==> config.mk <==
export PLATFORM = sky130hd
export DESIGN_NAME = mem_row_scanner_flat
export DESIGN_NICKNAME = d
export VERILOG_FILES = /design/src/rtl/mem_scan_pkg.sv /design/src/rtl/mem_row_scanner_if.sv /design/src/rtl/mem_row_scanner.sv /design/src/flat_wrapper.sv
export SDC_FILE = /design/constraint.sdc
export NUM_CORES = 1
export LEC_CHECK = 0
export ABC_AREA = 1
export CELL_PAD_IN_SITES_DETAIL_PLACEMENT = 1
export CELL_PAD_IN_SITES_GLOBAL_PLACEMENT = 1
export CORE_UTILIZATION = 31
export CTS_CLUSTER_SIZE = 14
export DETAILED_ROUTE_END_ITERATION = 10
export PLACE_DENSITY = 0.78
export SLEW_MARGIN = 20
export SYNTH_ARGS = -nofsm -noshare
export SYNTH_HDL_FRONTEND = slang
export SYNTH_SLANG_ARGS = --single-unit
==> constraint.sdc <==
create_clock -name _clock -period 1.2 [get_ports _clock]
set_input_delay 0.36 -clock _clock [delete_from_list [all_inputs] [get_ports _clock]]
set_output_delay 0.36 -clock _clock [all_outputs]
set_load 0.1 [all_outputs]
==> src/rtl/mem_scan_pkg.sv <==
// Shared constants, state encoding and row-step helper for the 4x4 bit-memory
// read sequencer and the array that sits beside it.
package mem_scan_pkg;

  localparam int ROWS  = 4;
  localparam int COLS  = 4;
  localparam int ROW_W = $clog2(ROWS);
  localparam int COL_W = $clog2(COLS);

  typedef enum logic [2:0] {
    IDLE,
    SAMPLE,
    WAIT,
    PRESENT,
    DONE
  } scan_state_t;

  // Row after r, wrapping ROWS-1 -> 0 even when ROWS is not a power of two.
  function automatic logic [ROW_W-1:0] next_row(input logic [ROW_W-1:0] r);
    return (r == ROW_W'(ROWS - 1)) ? '0 : r + 1'b1;
  endfunction

endpackage

==> src/rtl/mem_row_scanner_if.sv <==
// Scan-control, array-address and word-output signals of the row scanner.
// Handshake: a word moves on a rising clock edge where word_valid and word_ready
// are both high; word_data/word_row stay stable while word_valid waits for ready.
interface mem_row_scanner_if;
  import mem_scan_pkg::*;

  logic               start;
  logic               abort;
  logic [ROW_W-1:0]   row_first;
  logic [ROW_W-1:0]   row_last;
  logic [ROW_W-1:0]   row;
  logic [COL_W-1:0]   column;
  logic               bit_in;
  logic [COLS-1:0]    word_data;
  logic [ROW_W-1:0]   word_row;
  logic               word_valid;
  logic               word_ready;
  logic               busy;
  logic               done;
  scan_state_t        dbg_state;

  modport master (
    input  start, abort, row_first, row_last, bit_in, word_ready,
    output row, column, word_data, word_row, word_valid, busy, done, dbg_state
  );

  modport slave (
    output start, abort, row_first, row_last, bit_in, word_ready,
    input  row, column, word_data, word_row, word_valid, busy, done, dbg_state
  );

endinterface

==> src/rtl/mem_row_scanner.sv <==
// Read sequencer for the bit-memory array: walks an inclusive (possibly wrapping)
// row range, packs each row's bits into a word and hands it downstream.
module mem_row_scanner
  import mem_scan_pkg::*;
#(
  parameter int RD_LAT = 0
) (
  input  logic              _clock,
  input  logic              _reset,
  mem_row_scanner_if.master bus
);

  scan_state_t      state;
  scan_state_t      state_next;
  logic [ROW_W-1:0] row_q;
  logic [ROW_W-1:0] last_q;
  logic [ROW_W-1:0] word_row_q;
  logic [COL_W-1:0] col_q;
  logic [COLS-1:0]  acc_q;
  logic [COLS-1:0]  acc_next;
  logic [COLS-1:0]  word_q;
  logic             launch;
  logic             capture;
  logic             last_col;
  logic             handshake;
  logic             at_last;

  assign launch    = (state == IDLE) && bus.start && !bus.abort;
  assign capture   = !bus.abort && ((RD_LAT == 0) ? (state == SAMPLE) : (state == WAIT));
  assign last_col  = (col_q == COL_W'(COLS - 1));
  assign handshake = (state == PRESENT) && bus.word_ready && !bus.abort;
  assign at_last   = (row_q == last_q);

  always_comb begin
    acc_next        = acc_q;
    acc_next[col_q] = bus.bit_in;
  end

  always_ff @(posedge _clock or negedge _reset) begin
    if (!_reset) begin
      state <= IDLE;
    end else begin
      state <= state_next;
    end
  end

  always_comb begin
    state_next = state;
    case (state)
      IDLE: begin
        if (launch) state_next = SAMPLE;
      end
      SAMPLE: begin
        if (RD_LAT != 0)   state_next = WAIT;
        else if (last_col) state_next = PRESENT;
      end
      WAIT: begin
        state_next = last_col ? PRESENT : SAMPLE;
      end
      PRESENT: begin
        if (bus.word_ready) state_next = at_last ? DONE : SAMPLE;
      end
      DONE: begin
        state_next = IDLE;
      end
      default: state_next = IDLE;
    endcase
    // Abort overrides everything, including a handshake in the same cycle.
    if (bus.abort) state_next = IDLE;
  end

  // Bits accumulate in acc_q so the presented word only changes when a full row
  // has been gathered.
  always_ff @(posedge _clock or negedge _reset) begin
    if (!_reset) begin
      row_q      <= '0;
      last_q     <= '0;
      col_q      <= '0;
      acc_q      <= '0;
      word_q     <= '0;
      word_row_q <= '0;
    end else begin
      if (launch) begin
        row_q  <= bus.row_first;
        last_q <= bus.row_last;
        col_q  <= '0;
      end
      if (capture) begin
        acc_q <= acc_next;
        if (last_col) begin
          word_q     <= acc_next;
          word_row_q <= row_q;
        end else begin
          col_q <= col_q + 1'b1;
        end
      end
      if (handshake && !at_last) begin
        row_q <= next_row(row_q);
        col_q <= '0;
      end
    end
  end

  always_comb begin
    bus.word_valid = (state == PRESENT);
    bus.busy       = (state != IDLE);
    bus.done       = (state == DONE);
    bus.dbg_state  = state;
  end

  assign bus.row       = row_q;
  assign bus.column    = col_q;
  assign bus.word_data = word_q;
  assign bus.word_row  = word_row_q;

endmodule

==> src/flat_wrapper.sv <==
// flat-port wrapper written by rule: the top's interface ports become plain ports
module mem_row_scanner_flat import mem_scan_pkg::*;
#(
  parameter int RD_LAT = 0
)
  (_clock, _reset, bus_start, bus_abort, bus_row_first, bus_row_last, bus_bit_in, bus_word_ready, bus_row, bus_column, bus_word_data, bus_word_row, bus_word_valid, bus_busy, bus_done, bus_dbg_state);
  mem_row_scanner_if bus_i ();
  input  logic _clock;
  input  logic _reset;
  input wire logic [$bits(bus_i.start)-1:0] bus_start;
  input wire logic [$bits(bus_i.abort)-1:0] bus_abort;
  input wire logic [$bits(bus_i.row_first)-1:0] bus_row_first;
  input wire logic [$bits(bus_i.row_last)-1:0] bus_row_last;
  input wire logic [$bits(bus_i.bit_in)-1:0] bus_bit_in;
  input wire logic [$bits(bus_i.word_ready)-1:0] bus_word_ready;
  output wire logic [$bits(bus_i.row)-1:0] bus_row;
  output wire logic [$bits(bus_i.column)-1:0] bus_column;
  output wire logic [$bits(bus_i.word_data)-1:0] bus_word_data;
  output wire logic [$bits(bus_i.word_row)-1:0] bus_word_row;
  output wire logic [$bits(bus_i.word_valid)-1:0] bus_word_valid;
  output wire logic [$bits(bus_i.busy)-1:0] bus_busy;
  output wire logic [$bits(bus_i.done)-1:0] bus_done;
  output wire logic [$bits(bus_i.dbg_state)-1:0] bus_dbg_state;
  assign bus_i.start = bus_start;
  assign bus_i.abort = bus_abort;
  assign bus_i.row_first = bus_row_first;
  assign bus_i.row_last = bus_row_last;
  assign bus_i.bit_in = bus_bit_in;
  assign bus_i.word_ready = bus_word_ready;
  assign bus_row = bus_i.row;
  assign bus_column = bus_i.column;
  assign bus_word_data = bus_i.word_data;
  assign bus_word_row = bus_i.word_row;
  assign bus_word_valid = bus_i.word_valid;
  assign bus_busy = bus_i.busy;
  assign bus_done = bus_i.done;
  assign bus_dbg_state = bus_i.dbg_state;
  mem_row_scanner #(.RD_LAT(RD_LAT)) u_core (._clock(_clock), ._reset(_reset), .bus(bus_i));
endmodule
**After elaboration in Yosys (flattened, before gate mapping)**

Index checks and enable logic that the tools add are counted.

- Add/sub/neg operators: 2
- $lt $le $gt $ge: 2
- Equal/unequal tests: 10
- Multiplexer cells: 17
- Reductions and logical operators: 14

Operators by type and width:

| cell | number |
|---|---|
| 2-to-1 mux 2 bit | 8 |
| 2-to-1 mux 3 bit | 5 |
| one-hot mux 3 bit (4 select lines) | 1 |
| logical AND 1 bit | 7 |
| == test 3 x 2 -> 1 bit, second input constant | 2 |
| != test 3 x 2 -> 1 bit, second input constant | 2 |
| adder 2 x 1 -> 2 bit, second input constant | 2 |
| bitwise mux 4 bit | 1 |
| == test 2 bit, second input constant | 2 |
| == test 3 x 1 -> 1 bit, second input constant | 1 |
| == test 3 bit, second input constant | 1 |
| logical NOT 3 bit | 1 |
| < comparator 2 x 3 -> 1 bit, second input constant | 1 |
| != test 3 bit, second input constant | 1 |
| AND reduction 3 bit | 1 |
| nonzero test 3 bit | 1 |
| demux 1 bit (select 2 bit) | 1 |
| == test 2 bit | 1 |
| greater-or-equal comparator 2 x 1 -> 1 bit, second input constant | 1 |
| logical NOT 1 bit | 2 |
| AND reduction 2 bit | 1 |
| nonzero test 2 bit | 1 |
| 2-to-1 mux 1 bit | 1 |

- Register bits after elaboration: 19
- Bits of input ports: 10
- Output and inout port bits: 16
- Word-level logic and storage cells: 52

**Logic depth before layout (Yosys ltp)**

- Word-level depth: 7
- Depth in mapped cells: 8
- Gate-level depth less buffers: 8

**Least setup slack after synthesis**

Ideal clock, no wire load.

- Path type: reg-to-output
- From: register u_core.state[2], in the netlist u_core.bus.dbg_state[2]
- To: output bus_done
- Arrival: 3.207 ns
- Required time: 0.840 ns
- Setup slack: -2.367 ns
- Stages on the path, launching flop included: 3
- Buffers on the path: 0
- Path through: dfrtp_1 inv_1 nor3_1

- Longest elaborated chain between the ends: 1

RTL lines:

| what | RTL line | text |
|---|---|---|
| start, declared | mem_row_scanner.sv:13 | `scan_state_t state;` |
| start signal, assigned | mem_row_scanner.sv:43 | `state <= state_next;` |
| == test 3 bit | mem_row_scanner.sv:107 | `bus.done = (state == DONE);` |
| end, declared | flat_wrapper.sv:22 | `output wire logic [$bits(bus_i.done)-1:0] bus_done;` |

No other way between the ends.

**Worst setup path in the final report**

- From: register u_core.state[1], in the netlist u_core.bus.dbg_state[1]
- To: output bus_busy

- Longest elaborated chain between the ends: 1

RTL lines:

| what | RTL line | text |
|---|---|---|
| nonzero test 3 bit | mem_row_scanner.sv:106 | `bus.busy = (state != IDLE);` |
| end, declared | flat_wrapper.sv:21 | `output wire logic [$bits(bus_i.busy)-1:0] bus_busy;` |

No other way between the ends.

==> metrics <==
Chip Width 59.60 um; status complete, but fails checks; final period utilization 1.392; failing checks negative setup slack; Yosys reg bits 18; cell count after placement 218; DR iter-0 viols 59; CP startpoint kind flip-flop; Worst setup startpoint u_core.bus.dbg_state[1]$_DFFE_PN0P_; Final min period 1670 ps; first-pass GRT wire length 6982 um; Port Buffers 25; num rows 20; die area 3552 um^2; synthesized instance count 131; CP endpoint kind primary output; Std-Cell Core Area 3103 um^2; post-synthesis sequential area ratio 0.4380; final std cells w/o fill 246; Via density 5.138; global routing's busiest layer met2; Reg2Reg Depth 7; Setup crit end bus_busy; RR Startpoint u_core.bus.dbg_state[2]$_DFFE_PN0P_; GRT Total Usage 0.2790; Data required, critical path 840 ps; max cap viols 0; Synth Cell Area 1028 um^2; WS Path Type flip-flop to primary output; maximum fanout along the worst path 5; grt ovf 0; Worst Hold Class primary input to asynchronous set/reset pin; commonest non-fill, non-tap cells in the layout nand2_1 (25), buf_4 (21), buf_6 (20), buf_12 (17), nand2_2 (12); per-cell routed wire length 22.37 um; commonest non-fill, non-tap cell in the layout nand2_1; # DRC 0; Worst-path clk slew 130 ps; ANT cells 0; Syn. warnings 0; clk sinks 18; Util after Layout 0.7238; unrepaired setup endpoints after global routing yes; Post-Place Worst Slack -409.5 ps; Initial Util 0.3315; initial antenna violation count 0; Die H 59.60 um; Fin Clk Skew 13.66 ps; highest clock rate 598.8 MHz; synth-to-layout area growth 118.4%; largest net degree at the start of global routing 19; Final Setup Violations 34; syn_nets 146; # nets final 218; layout cells sized above 1 0.6931; design area 2246 um^2; Reg-to-Reg End u_core.bus.column[0]$_DFF_PN0_; worst-margin pin slew 236.6 ps; CTS tree yes; synthesized area per cell 7.851 um^2; Routed Antenna Nets 0; dpl hpwl 2403 um; WP data arrival 1310 ps; flop2flop setup slack -360 ps; Routed Wire Length 5503 um; final worst slack -469.9 ps; M2 GR Usage 0.5169; Final Hold Fails 0; Max Slew Vio Count 0; CTS buffer count 3; Max-Slew Margin vs Limit 0.8418; RD Place Congestion 0.8156; First-pass DRT Iterations 4; met1 Track Usage GR 0.2875; Ports 26; vias in the first global route 1365; clock buffer depth 2; met3 usage 0.08952; clk_lat worst skew 330 ps; vias 1264; Cell variety after synth 21; placement-stage cell area 1772 um^2; CTS H-tree depth 1; CTS root buffer clkbuf_4
-- metrics by stage --
| step | TNS (ps) | hold slack, ps |
|---|---|---|
| floorplan | -4041 | 64.41 |
| global placement | -5707 | 495.2 |
| detailed placement | -6475 | 506.8 |
| CTS | -6826 | 380.6 |
| global route | -9980 | 369.9 |
| finish | -8863 | 358.2 |
-- routing by layer --
layer / up-vias / wire [um]
met2: 56 / 2878
li1: 551 / -
met1: 631 / 2057
met3: 26 / 313
met4: 0 / 252
met5: - / 0
-- worst min-delay path by stage --
stage / from / end / slack, ps / depth (start not counted)
2_1_floorplan: _reset / u_core.acc_q[0]$_DFFE_PN0P_ / 60 / 0
3_3_place_gp: u_core.acc_q[0]$_DFFE_PN0P_ / u_core.acc_q[0]$_DFFE_PN0P_ / 500 / 2
3_5_place_dp: u_core.acc_q[0]$_DFFE_PN0P_ / u_core.acc_q[0]$_DFFE_PN0P_ / 510 / 2
4_1_cts: _reset / u_core.bus.word_data[0]$_DFFE_PN0P_ / 380 / 2
5_1_grt: _reset / u_core.bus.word_data[3]$_DFFE_PN0P_ / 370 / 2
6_report: _reset / u_core.bus.word_data[3]$_DFFE_PN0P_ / 360 / 2
-- registers in the layout, indices dropped and copies added (netlist names) --
signal,cells
u_core.bus.word_data,4
u_core.acc_q,3
u_core.bus.word_row,2
u_core.bus.dbg_state,3
u_core.last_q,2
u_core.bus.column,2
u_core.bus.row,2
-- critical path, stage by stage (launching register included) --
cell and delay, ps:
dfrtp_4 550, nor2_4 180, nand2_2 90, buf_12 170
-- Yosys cell counts --
cell	count	share of area
or2_2	1	0.0061
ha_1	5	0.061
o21ai_2	2	0.017
nand2_4	1	0.011
dfrtp_1	18	0.44
inv_4	1	0.0061
nand3_1	6	0.029
nor2_8	1	0.019
nor3_1	2	0.0097
o21bai_1	1	0.0073
inv_2	2	0.0073
inv_1	17	0.062
o211ai_1	1	0.0073
nor2_2	2	0.012
a21oi_1	3	0.015
nor2_1	8	0.029
nand3b_1	2	0.015
o21ai_0	8	0.039
nand2_1	46	0.17
nor2_4	2	0.022
nand3_2	2	0.019
-- timing repair --
item	CTS	global route
pin swaps	14	6
setup buffers	13	12
resized for setup	45	31
endpoints found under the setup margin	33	34
endpoints found under the hold margin	0	0
hold buffers	0	0
-- layout make-up --
type,instances,area (um^2)
Sequential cell,18,484.2
Fill cell,330,857.1
Inverter,20,97.59
Clock buffer,4,36.28
Tap cell,44,55.05
Multi-Input combinational cell,93,759.5
Timing Repair Buffer,67,813.3
-- logic make-up (layout without fill, tap and decap cells) --
kind of cell / Yosys count / in the layout / synth area share
AOI/OAI and AO/OA: 15 / 15 / 0.08516
adders and majority gates: 5 / 5 / 0.06083
buffers and inverters: 20 / 91 / 0.07543
DFF: 18 / 18 / 0.4380
and+or+nand+nor: 73 / 73 / 0.3406
Power is left out: the tool's default activity adds up to more than one toggle a clock period on the data nets, which glitch-free logic cannot reach.
